--- config.mk ---
export PLATFORM = sky130hd
export DESIGN_NAME = rf_wb_arbiter_flat
export DESIGN_NICKNAME = d
export VERILOG_FILES = /design/src/rtl/rf_wb_arbiter_if.sv /design/src/rtl/rf_wb_arbiter.sv /design/src/flat_wrapper.sv
export SDC_FILE = /design/constraint.sdc
export NUM_CORES = 1
export LEC_CHECK = 0
export CORE_MARGIN = 3
export CORE_UTILIZATION = 49
export CTS_CLUSTER_SIZE = 16
export DETAILED_ROUTE_END_ITERATION = 6
export PLACE_DENSITY = 0.84
export SYNTH_ARGS = -nofsm -noshare
export SYNTH_HDL_FRONTEND = slang
export SYNTH_SLANG_ARGS = --single-unit
--- constraint.sdc ---
create_clock -name clk -period 3.9 [get_ports clk]
set_input_delay 0.78 -clock clk [delete_from_list [all_inputs] [get_ports clk]]
set_output_delay 0.78 -clock clk [all_outputs]
set_load 0.03 [all_outputs]
--- src/rtl/rf_wb_arbiter_if.sv ---
// rtl/rf_wb_arbiter_if.sv - WB/MDU/decode/register-file signal bundle for rf_wb_arbiter
interface rf_wb_arbiter_if;
  logic        wb_we;
  logic [4:0]  wb_addr;
  logic [31:0] wb_data;
  logic [1:0]  wb_lwmode;
  logic [1:0]  wb_addrlow;
  logic        wb_hold;
  logic        mdu_issue;
  logic [4:0]  mdu_issue_dst;
  logic        mdu_valid;
  logic        mdu_ready;
  logic [4:0]  mdu_addr;
  logic [31:0] mdu_data;
  logic [4:0]  chk_rs;
  logic [4:0]  chk_rt;
  logic [4:0]  chk_rd;
  logic        raw_stall;
  logic        rf_we;
  logic [4:0]  rf_addr;
  logic [31:0] rf_data;
  logic [1:0]  rf_lwmode;
  logic [1:0]  rf_addrlow;

  modport slave (
    input  wb_we, wb_addr, wb_data, wb_lwmode, wb_addrlow,
    output wb_hold,
    input  mdu_issue, mdu_issue_dst, mdu_valid, mdu_addr, mdu_data,
    output mdu_ready,
    input  chk_rs, chk_rt, chk_rd,
    output raw_stall,
    output rf_we, rf_addr, rf_data, rf_lwmode, rf_addrlow
  );

  modport master (
    output wb_we, wb_addr, wb_data, wb_lwmode, wb_addrlow,
    input  wb_hold,
    output mdu_issue, mdu_issue_dst, mdu_valid, mdu_addr, mdu_data,
    input  mdu_ready,
    output chk_rs, chk_rt, chk_rd,
    input  raw_stall,
    input  rf_we, rf_addr, rf_data, rf_lwmode, rf_addrlow
  );
endinterface

--- src/rtl/rf_wb_arbiter.sv ---
// rtl/rf_wb_arbiter.sv - register-file write-port arbiter between WB stage and MDU result FIFO
module rf_wb_arbiter #(
  parameter int FIFO_DEPTH = 2,
  parameter int MAX_WAIT   = 4
) (
  input  logic           clk,
  input  logic           reset,
  rf_wb_arbiter_if.slave bus
);
  localparam int PTR_W = (FIFO_DEPTH > 1) ? $clog2(FIFO_DEPTH) : 1;
  localparam int CNT_W = $clog2(FIFO_DEPTH + 1);
  localparam int STV_W = (MAX_WAIT > 0) ? $clog2(MAX_WAIT + 1) : 1;

  logic [4:0]       fifoAddr [FIFO_DEPTH];
  logic [31:0]      fifoData [FIFO_DEPTH];
  logic [PTR_W-1:0] rdPtr, wrPtr;
  logic [CNT_W-1:0] count;
  logic [STV_W-1:0] starveCnt;
  logic [31:0]      busy, busyNext;
  logic             wbReq, headReq, forceHead, grantWb, grantHead;
  logic             push, pop, full;
  logic [4:0]       headAddr;
  logic [31:0]      headData;

  assign full      = (count == CNT_W'(FIFO_DEPTH));
  assign headReq   = (count != '0);
  assign headAddr  = fifoAddr[rdPtr];
  assign headData  = fifoData[rdPtr];
  assign wbReq     = bus.wb_we && (bus.wb_addr != 5'd0);
  assign forceHead = headReq && (starveCnt == STV_W'(MAX_WAIT));

  // Starved head pre-empts WB; otherwise WB has priority over buffered results.
  always_comb begin
    grantWb   = 1'b0;
    grantHead = 1'b0;
    if (!reset) begin
      if (forceHead)    grantHead = 1'b1;
      else if (wbReq)   grantWb   = 1'b1;
      else if (headReq) grantHead = 1'b1;
    end
  end

  assign pop  = grantHead;
  assign push = bus.mdu_valid && bus.mdu_ready;

  assign bus.mdu_ready  = !reset && !full;
  assign bus.wb_hold    = grantHead && wbReq;
  assign bus.rf_we      = grantWb || grantHead;
  assign bus.rf_addr    = grantHead ? headAddr : bus.wb_addr;
  assign bus.rf_data    = grantHead ? headData : bus.wb_data;
  assign bus.rf_lwmode  = grantHead ? 2'b00 : bus.wb_lwmode;
  assign bus.rf_addrlow = grantHead ? 2'b00 : bus.wb_addrlow;
  assign bus.raw_stall  = !reset && (busy[bus.chk_rs] || busy[bus.chk_rt] || busy[bus.chk_rd]);

  always_ff @(posedge clk) begin
    if (push) begin
      fifoAddr[wrPtr] <= bus.mdu_addr;
      fifoData[wrPtr] <= bus.mdu_data;
    end
  end

  always_ff @(posedge clk) begin
    if (reset) begin
      rdPtr <= '0;
      wrPtr <= '0;
      count <= '0;
    end else begin
      if (push) wrPtr <= wrPtr + 1'b1;
      if (pop)  rdPtr <= rdPtr + 1'b1;
      case ({push, pop})
        2'b10:   count <= count + 1'b1;
        2'b01:   count <= count - 1'b1;
        default: count <= count;
      endcase
    end
  end

  always_ff @(posedge clk) begin
    if (reset || !headReq || pop)
      starveCnt <= '0;
    else if (starveCnt != STV_W'(MAX_WAIT))
      starveCnt <= starveCnt + 1'b1;
  end

  // A new issue to the register being retired this cycle keeps it busy.
  always_comb begin
    busyNext = busy;
    if (pop)           busyNext[headAddr]          = 1'b0;
    if (bus.mdu_issue) busyNext[bus.mdu_issue_dst] = 1'b1;
    busyNext[0] = 1'b0;
  end

  always_ff @(posedge clk) begin
    if (reset) busy <= '0;
    else       busy <= busyNext;
  end
endmodule
--- src/flat_wrapper.sv ---
// flat-port wrapper written by rule: the top's interface ports become plain ports
module rf_wb_arbiter_flat 
#(
  parameter int FIFO_DEPTH = 2,
  parameter int MAX_WAIT   = 4
)
  (clk, reset, bus_wb_we, bus_wb_addr, bus_wb_data, bus_wb_lwmode, bus_wb_addrlow, bus_wb_hold, bus_mdu_issue, bus_mdu_issue_dst, bus_mdu_valid, bus_mdu_addr, bus_mdu_data, bus_mdu_ready, bus_chk_rs, bus_chk_rt, bus_chk_rd, bus_raw_stall, bus_rf_we, bus_rf_addr, bus_rf_data, bus_rf_lwmode, bus_rf_addrlow);
  rf_wb_arbiter_if bus_i ();
  input  logic clk;
  input  logic reset;
  input wire logic [$bits(bus_i.wb_we)-1:0] bus_wb_we;
  input wire logic [$bits(bus_i.wb_addr)-1:0] bus_wb_addr;
  input wire logic [$bits(bus_i.wb_data)-1:0] bus_wb_data;
  input wire logic [$bits(bus_i.wb_lwmode)-1:0] bus_wb_lwmode;
  input wire logic [$bits(bus_i.wb_addrlow)-1:0] bus_wb_addrlow;
  output wire logic [$bits(bus_i.wb_hold)-1:0] bus_wb_hold;
  input wire logic [$bits(bus_i.mdu_issue)-1:0] bus_mdu_issue;
  input wire logic [$bits(bus_i.mdu_issue_dst)-1:0] bus_mdu_issue_dst;
  input wire logic [$bits(bus_i.mdu_valid)-1:0] bus_mdu_valid;
  input wire logic [$bits(bus_i.mdu_addr)-1:0] bus_mdu_addr;
  input wire logic [$bits(bus_i.mdu_data)-1:0] bus_mdu_data;
  output wire logic [$bits(bus_i.mdu_ready)-1:0] bus_mdu_ready;
  input wire logic [$bits(bus_i.chk_rs)-1:0] bus_chk_rs;
  input wire logic [$bits(bus_i.chk_rt)-1:0] bus_chk_rt;
  input wire logic [$bits(bus_i.chk_rd)-1:0] bus_chk_rd;
  output wire logic [$bits(bus_i.raw_stall)-1:0] bus_raw_stall;
  output wire logic [$bits(bus_i.rf_we)-1:0] bus_rf_we;
  output wire logic [$bits(bus_i.rf_addr)-1:0] bus_rf_addr;
  output wire logic [$bits(bus_i.rf_data)-1:0] bus_rf_data;
  output wire logic [$bits(bus_i.rf_lwmode)-1:0] bus_rf_lwmode;
  output wire logic [$bits(bus_i.rf_addrlow)-1:0] bus_rf_addrlow;
  assign bus_i.wb_we = bus_wb_we;
  assign bus_i.wb_addr = bus_wb_addr;
  assign bus_i.wb_data = bus_wb_data;
  assign bus_i.wb_lwmode = bus_wb_lwmode;
  assign bus_i.wb_addrlow = bus_wb_addrlow;
  assign bus_wb_hold = bus_i.wb_hold;
  assign bus_i.mdu_issue = bus_mdu_issue;
  assign bus_i.mdu_issue_dst = bus_mdu_issue_dst;
  assign bus_i.mdu_valid = bus_mdu_valid;
  assign bus_i.mdu_addr = bus_mdu_addr;
  assign bus_i.mdu_data = bus_mdu_data;
  assign bus_mdu_ready = bus_i.mdu_ready;
  assign bus_i.chk_rs = bus_chk_rs;
  assign bus_i.chk_rt = bus_chk_rt;
  assign bus_i.chk_rd = bus_chk_rd;
  assign bus_raw_stall = bus_i.raw_stall;
  assign bus_rf_we = bus_i.rf_we;
  assign bus_rf_addr = bus_i.rf_addr;
  assign bus_rf_data = bus_i.rf_data;
  assign bus_rf_lwmode = bus_i.rf_lwmode;
  assign bus_rf_addrlow = bus_i.rf_addrlow;
  rf_wb_arbiter #(.FIFO_DEPTH(FIFO_DEPTH), .MAX_WAIT(MAX_WAIT)) u_core (.clk(clk), .reset(reset), .bus(bus_i));
endmodule
==> run_results.csv, run 1 <==
group,metric,value,unit
worst_hold_path,timing.hold.worst_path_depth,1,
sta,setup_viol_count_final,0,
synth,postSynth.asyncResetShare,0,%
clock_network,htree_levels,4,
synth,number_of_enable_flip_flop_cells_after_synthesis,74,
synth,netlist-cell-type-count,46,
synth,synth_fp_nets,606,
synth,synth_top_area_cell,"sky130_fd_sc_hd__edfxtp_1",
sta,final_min_period_over_clock_period,95.2,%
place,placed_cells,770,
grt,grt_pass1_wl,26400,um
floorplan,core-area,11000,um^2
worst_hold_path,worst_hold_path_type,"reg2reg",
run,timing.max_cap.violations,0,
synth,syn_area,5630,um^2
grt,initial_antenna_violation_count,0,
layout,sequential_cell_area,3000,um^2
power_and_ir_drop,switching_fraction,26.3,%
floorplan,die_x,113,um
setup_path,timing.critical_path.to_type,"primary output",
power_and_ir_drop,power.sequential.fraction,38.8,%
sta,finalMaxSlewViolations,0,
place,port_buffers,147,
power_and_ir_drop,cellInternalPower,2590,uW
synth,synthFlopType,"sky130_fd_sc_hd__edfxtp_1",
place,place_hpwl,12200,um
setup_path,worst_r2r_path_depth,5,
clock_network,cts_hold_buffers,0,
grt,grt_max_degree,111,
sta,period_minus_slack,3.71,ns
routing,wirelength,17100,um
sta,worst-slew-pin-transition,1.14,ns
clock_network,clock_path_buffers,2,
synth,seq_area_frac_synth,53.3,%
power_and_ir_drop,power.density,452,nW/um^2
setup_path,worst_setup_path_start_kind,"input port",
clock_network,tritoncts_clock_tree,"yes",
clock_network,insertion_delay,0.41,ns
power_and_ir_drop,power_switching,922,uW
layout,layout-drive-gt1-share,17.8,%
sta,post_route_setup_tns,0,ns
synth,yosysWarnings,0,
floorplan,rows,38,
routing,detailed_routing_iteration_count_for_the_pre_antenna_repair_pass,6,
floorplan,num_io_pins,148,
layout,footprint_of_the_multi_input_gates,2430,um^2
layout,insertedDiodeCount,0,
layout,layout.nets,755,
setup_path,slowest_delay,0.76,ns
routing,vias_per_cell,5.95,
power_and_ir_drop,vdd_ir_drop_max,0.357,mV
routing,route.detailed.wl_per_inst,21.3,um
outcome,status,"finished clean",
grt,vias_in_the_first_global_route,5036,
sta,setup_clock_skew_after_layout,0.0153,ns
synth,synthesized_flop_and_latch_total,113,
sta,fmaxAchievable,269,MHz
layout,areaGrowthSynthToFinish,37.9,%
setup_path,crit_path_cell_trace,"clkdlybuf4s50_1, mux4_2, nor2b_1, nor4_1, nor4_1, a31oi_1, buf_4",
clock_network,cts-resized-gates,0,
layout,final_cell_count_no_fill,802,
sta,timing.max_slew.rel_slack,23.6,%
clock_network,cts_post_setup_buffers_inserted,0,
setup_path,worst_ep_required_time,3.12,ns
grt,track_usage,27.0,%
setup_path,cp.arrival,2.93,ns
clock_network,clk_pin_slew,0.06,ns
synth,synth.top_cells.by_area,"sky130_fd_sc_hd__edfxtp_1 (39%), sky130_fd_sc_hd__dfxtp_1 (14%), sky130_fd_sc_hd__mux2i_1 (7.3%), sky130_fd_sc_hd__mux4_2 (6.8%), sky130_fd_sc_hd__nand2_1 (5.7%)",
routing,routed-via-count,4770,
routing,ant_nets,0,
clock_network,clockRootBuffer,"sky130_fd_sc_hd__clkbuf_16",
power_and_ir_drop,clkPwrFrac,44.9,%
grt,grt_overflow_total,0,
clock_network,cts-buffers-inserted,17,
place,routabilityCongestion,0.971,
clock_network,tritoncts_num_sinks,113,
synth,syn_avg_cell_area,11.3,um^2
synth,netlist.area_leader.share,39.5,%
floorplan,die_area,12800,um^2
setup_path,worstSetupPathType,"in2out",
setup_path,timing.critical_path.fanout_max,10,
power_and_ir_drop,p_leak,0.00277,uW
setup_path,critPathMostFrequentCell,"sky130_fd_sc_hd__nor4_1",
layout,filler_cell_count,758,
floorplan,starting_density_of_the_core,51.0,%
routing,first_iter_violations,484,
setup_path,critPathSlowestCell,"sky130_fd_sc_hd__clkdlybuf4s50_1",
sta,grt_setup_unrepaired,"false",
floorplan,dieHeight,113,um
sta,timing_hold_violations_final,0,
power_and_ir_drop,comb_power_share,16.3,%
routing,drc,0,
synth,synth_cells,500,
## stage by stage
stage	total power (uW)	setup WS [ns]	hold slack [ns]	util (%)	instance area, um^2
global placement	1930	0.186	0.425	64.8	7150
finish	3510	0.189	0.464	70.4	7760
global route	3620	0.0782	0.488	70.4	7760
detailed placement	1950	0.183	0.452	64.8	7150
CTS	3520	0.179	0.468	70.4	7760
floorplan	1680	0.325	0.417	-	5630
## cell type report
cell class	instances	share of cell area [%]
Sequential cell	113	38.7
Multi-Input combinational cell	346	31.3
Timing Repair Buffer	160	19.3
Clock buffer	17	5.48
Clock inverter	15	2.39
Tap cell	140	2.26
Inverter	11	0.532
## synthesized netlist by cell type (3+ instances only)
library cell	n
sky130_fd_sc_hd__and2_1	4
sky130_fd_sc_hd__inv_1	11
sky130_fd_sc_hd__nor3b_1	6
sky130_fd_sc_hd__mux2_2	8
sky130_fd_sc_hd__nand2_1	85
sky130_fd_sc_hd__nor4_1	3
sky130_fd_sc_hd__dfxtp_1	39
sky130_fd_sc_hd__a2111oi_0	5
sky130_fd_sc_hd__xor2_1	3
sky130_fd_sc_hd__mux2i_1	41
sky130_fd_sc_hd__ha_1	3
sky130_fd_sc_hd__buf_1	3
sky130_fd_sc_hd__nor2b_1	8
sky130_fd_sc_hd__buf_2	12
sky130_fd_sc_hd__a21oi_1	39
sky130_fd_sc_hd__and3b_1	3
sky130_fd_sc_hd__and3_1	4
sky130_fd_sc_hd__buf_6	5
sky130_fd_sc_hd__nor2_1	19
sky130_fd_sc_hd__o41ai_1	3
sky130_fd_sc_hd__o21ai_0	10
sky130_fd_sc_hd__o21ai_1	29
sky130_fd_sc_hd__edfxtp_1	74
sky130_fd_sc_hd__mux4_2	17
sky130_fd_sc_hd__clkbuf_1	10
sky130_fd_sc_hd__a221oi_1	3
sky130_fd_sc_hd__o31ai_1	28
sky130_fd_sc_hd__nand3b_1	3
## layer usage
metal  track usage [%]  routed length, um  vias up  part of all wire [%]
li1                  -                  -     2194                     -
met1              32.2               6470     2262                    38
met2              46.3               8590      276                    50
met3              7.33               1550       38                   9.1
met4              11.5                462        0                   2.7
met5                 0                  0        -                     0
## state kept, by name (all words and copies together), names as in the netlist, named ones only
name	flops
u_core.wrPtr	1
u_core.starveCnt	3
u_core.fifoData	64
u_core.busy	31
u_core.rdPtr	1
u_core.count	2
u_core.fifoAddr	10
## path summary, 6_finish.rpt
path                                          start             endpoint  slack (ns)
worst max-delay path                  bus_chk_rs[2]        bus_raw_stall        0.19
worst min-delay path            u_core.starveCnt[0]  u_core.starveCnt[0]        0.46
worst max register to register             register      u_core.busy[18]        1.36
worst min register to register  u_core.starveCnt[0]  u_core.starveCnt[0]        0.46
## power by group through the flow
stage | registers [uW] | logic, uW | clock network [uW]
2_1_floorplan | 1360 | 316 | 0
3_3_place_gp | 1380 | 554 | 0
3_5_place_dp | 1380 | 567 | 0
4_1_cts | 1360 | 571 | 1580
5_1_grt | 1360 | 608 | 1650
6_report | 1360 | 571 | 1580
## cells in the final DEF (no fill, tap or decap), types with 10 or more instances in the layout
| master | count |
|---|---|
| sky130_fd_sc_hd__o21ai_0 | 10 |
| sky130_fd_sc_hd__dfxtp_1 | 38 |
| sky130_fd_sc_hd__o31ai_1 | 28 |
| sky130_fd_sc_hd__clkbuf_16 | 17 |
| sky130_fd_sc_hd__inv_1 | 11 |
| sky130_fd_sc_hd__nor2_1 | 18 |
| sky130_fd_sc_hd__buf_4 | 53 |
| sky130_fd_sc_hd__mux4_2 | 17 |
| sky130_fd_sc_hd__clkdlybuf4s50_1 | 104 |
| sky130_fd_sc_hd__o21ai_1 | 29 |
| sky130_fd_sc_hd__edfxtp_1 | 74 |
| sky130_fd_sc_hd__a21oi_1 | 39 |
| sky130_fd_sc_hd__nand2_1 | 85 |
| sky130_fd_sc_hd__mux2i_1 | 41 |
## critical path: cells and delay by family
| family | cells | cell delay, ns |
|---|---|---|
| buffers and inverters | 2 | 0.95 |
| AO/OA/AOI/OAI | 1 | 0.15 |
| AND/OR/NAND/NOR | 3 | 0.49 |
| multiplexers | 1 | 0.56 |
## logic make-up after synthesis
logic type / share of synthesized area (%)
adders and majority gates: 0.667
buffers and inverters: 3.67
AOI/OAI and AO/OA: 13.9
and+or+nand+nor: 11.9
muxes: 15.7
xor gates and xnor gates: 0.778
DFF: 53.3
Power figures use the tool's default switching activity.
==> inputs of run 2 (changes only) <==
--- a/config.mk
+++ b/config.mk
@@ -5,8 +5,10 @@
 export SDC_FILE = /design/constraint.sdc
 export NUM_CORES = 1
 export LEC_CHECK = 0
+export CELL_PAD_IN_SITES_DETAIL_PLACEMENT = 1
+export CELL_PAD_IN_SITES_GLOBAL_PLACEMENT = 2
 export CORE_MARGIN = 3
-export CORE_UTILIZATION = 49
+export CORE_UTILIZATION = 31
 export CTS_CLUSTER_SIZE = 16
 export DETAILED_ROUTE_END_ITERATION = 6
 export PLACE_DENSITY = 0.84
==> run_results.csv, run 2 (synthesis results as in run 1) <==
group,metric,value,unit
sta,post_route_setup_tns,0,ns
power_and_ir_drop,power.density,456,nW/um^2
worst_hold_path,hp-start,"u_core.starveCnt[0]",
layout,layout.cells.most_common,"sky130_fd_sc_hd__clkdlybuf4s50_1",
floorplan,rows,48,
power_and_ir_drop,vdd_ir_drop_max,0.255,mV
routing,routed-via-count,4684,
place,port_buffers,147,
sta,finalMaxSlewViolations,0,
floorplan,num_io_pins,148,
run,timing.max_cap.violations,0,
setup_path,cp.arrival,3.01,ns
worst_hold_path,holdPathEnd,"u_core.starveCnt[0]",
sta,timing_hold_violations_final,0,
routing,drc,0,
routing,ant_nets,0,
sta,worst_hold_slack,0.449,ns
layout,largest-register,"u_core.fifoData",
floorplan,core-area,17500,um^2
grt,grt_max_degree,48,
layout,layout-drive-gt1-share,18.1,%
place,place_hpwl,13500,um
sta,fmaxAchievable,264,MHz
power_and_ir_drop,power_switching,949,uW
sta,final_min_period_over_clock_period,97.3,%
power_and_ir_drop,comb_power_share,16.1,%
setup_path,worst_ep_required_time,3.12,ns
worst_hold_path,timing.hold.worst_path_depth,1,
layout,filler_cell_count,1897,
layout,sequential_cell_area,3000,um^2
clock_network,htree_levels,4,
clock_network,cts-resized-gates,0,
layout,footprint_of_the_multi_input_gates,2430,um^2
layout,biggestRegsByFlops,"u_core.fifoData: 64 flops, u_core.busy: 31 flops, u_core.fifoAddr: 10 flops",
clock_network,cts_post_setup_buffers_inserted,0,
power_and_ir_drop,power.sequential.fraction,37.6,%
setup_path,worst_setup_path_start_kind,"input port",
floorplan,die_x,141,um
power_and_ir_drop,switching_fraction,26.3,%
floorplan,dieHeight,141,um
grt,initial_antenna_violation_count,0,
setup_path,worstSetupPathType,"in2out",
routing,route.detailed.wl_per_inst,20.7,um
worst_hold_path,worst_hold_path_type,"reg2reg",
layout,largest_reg_flops,64,
floorplan,starting_density_of_the_core,32.1,%
setup_path,worst_r2r_path_depth,5,
power_and_ir_drop,p_leak,0.00278,uW
routing,first_iter_violations,192,
floorplan,die_area,19800,um^2
clock_network,clk_pin_slew,0.06,ns
clock_network,tritoncts_num_sinks,113,
layout,layout.nets,757,
layout,most_frequent_cells_in_the_layout,"sky130_fd_sc_hd__clkdlybuf4s50_1 (104), sky130_fd_sc_hd__nand2_1 (85), sky130_fd_sc_hd__edfxtp_1 (74)",
sta,period_minus_slack,3.79,ns
clock_network,tritoncts_clock_tree,"yes",
clock_network,clock_path_buffers,2,
clock_network,insertion_delay,0.41,ns
power_and_ir_drop,cellInternalPower,2650,uW
sta,grt_setup_unrepaired,"false",
setup_path,regToRegEndpoint,"u_core.busy[8]",
clock_network,cts_hold_buffers,0,
routing,detailed_routing_iteration_count_for_the_pre_antenna_repair_pass,4,
place,routabilityCongestion,0.831,
grt,track_usage,18.8,%
routing,wirelength,18400,um
layout,areaGrowthSynthToFinish,40.3,%
routing,vias_per_cell,5.27,
grt,vias_in_the_first_global_route,5177,
clock_network,clockRootBuffer,"sky130_fd_sc_hd__clkbuf_16",
sta,setup_clock_skew_after_layout,0.00783,ns
setup_path,setup_slack_of_the_most_critical_reg_to_reg_path,1.51,ns
grt,grt_pass1_wl,28800,um
sta,worst-slew-pin-transition,1.13,ns
setup_path,timing.critical_path.fanout_max,5,
sta,timing.max_slew.rel_slack,24.9,%
clock_network,cts-buffers-inserted,17,
grt,grt_overflow_total,0,
sta,setup_viol_count_final,0,
setup_path,timing.critical_path.to_type,"primary output",
power_and_ir_drop,clkPwrFrac,46.3,%
layout,insertedDiodeCount,0,
outcome,status,"finished clean",
run 2: cell types whose count changed in the layout (fill, tap and decap cells not counted), sizes merged:
cell	change
clkinvlp	+2
clkinv	-6
inv	+2
buf	+2
clkbuf	+1
bufinv	+1
run 2: per-stage QoR:
stage	total power, uW	cell area (um^2)	utilization [%]	cells	worst slack, ns
finish	3600	7900	45.0	889	0.106
floorplan	1680	5630	-	500	0.325
global placement	1950	7260	41.4	857	0.0871
CTS	3630	7900	45.0	889	0.0906
detailed placement	1960	7260	41.4	857	0.109
global route	3730	7900	45.0	889	0.0261
run 2: final cells by class:
cell class / count / area share (%)
clock inverters: 14 / 2.58
clock buffers: 18 / 5.44
repair buffers: 162 / 19.0
multi-input cells: 346 / 30.8
flip-flops and latches: 113 / 38.1
well taps: 225 / 3.57
inverters: 11 / 0.523
run 2: worst max-delay path by stage:
| stage | depth (start not counted) | slack, ns | from | end |
|---|---|---|---|---|
| floorplan | 3 | 0.32 | reset | u_core.fifoAddr[0][0] |
| global placement | 6 | 0.09 | bus_chk_rt[0] | bus_raw_stall |
| detailed placement | 6 | 0.11 | bus_chk_rt[0] | bus_raw_stall |
| CTS | 6 | 0.09 | bus_chk_rt[0] | bus_raw_stall |
| global route | 6 | 0.03 | bus_chk_rt[0] | bus_raw_stall |
| finish | 6 | 0.11 | bus_chk_rt[0] | bus_raw_stall |
run 2: critical path, stage by stage:
cell,delay (ns)
sky130_fd_sc_hd__clkdlybuf4s50_1,0.67
sky130_fd_sc_hd__mux4_2,0.55
sky130_fd_sc_hd__o2111a_1,0.28
sky130_fd_sc_hd__nor4_1,0.40
sky130_fd_sc_hd__a31oi_1,0.15
sky130_fd_sc_hd__buf_4,0.19
run 2: power by group through the flow:
stage	combinational, uW	clock [uW]	sequential, uW
CTS	586	1680	1360
global placement	568	0	1380
floorplan	316	0	1360
global route	622	1750	1360
finish	580	1670	1360
detailed placement	580	0	1380
run 2: routing by layer:
layer	vias up	wire length (um)	GRT usage, %	part of all wire (%)
met3	23	1320	5.80	7.2
li1	2186	-	-	-
met4	0	302	5.15	1.6
met2	169	9320	33.2	51
met1	2306	7480	22.0	41
met5	-	0	0	0
==> inputs of run 3 (changes only) <==
--- a/config.mk
+++ b/config.mk
@@ -11,6 +11,7 @@
 export CORE_UTILIZATION = 31
 export CTS_CLUSTER_SIZE = 16
 export DETAILED_ROUTE_END_ITERATION = 6
+export HOLD_SLACK_MARGIN = 0.05
 export PLACE_DENSITY = 0.84
 export SYNTH_ARGS = -nofsm -noshare
 export SYNTH_HDL_FRONTEND = slang
==> results of run 3 <==
No change in the layout: final DEF, timing and power equal those of run 2.
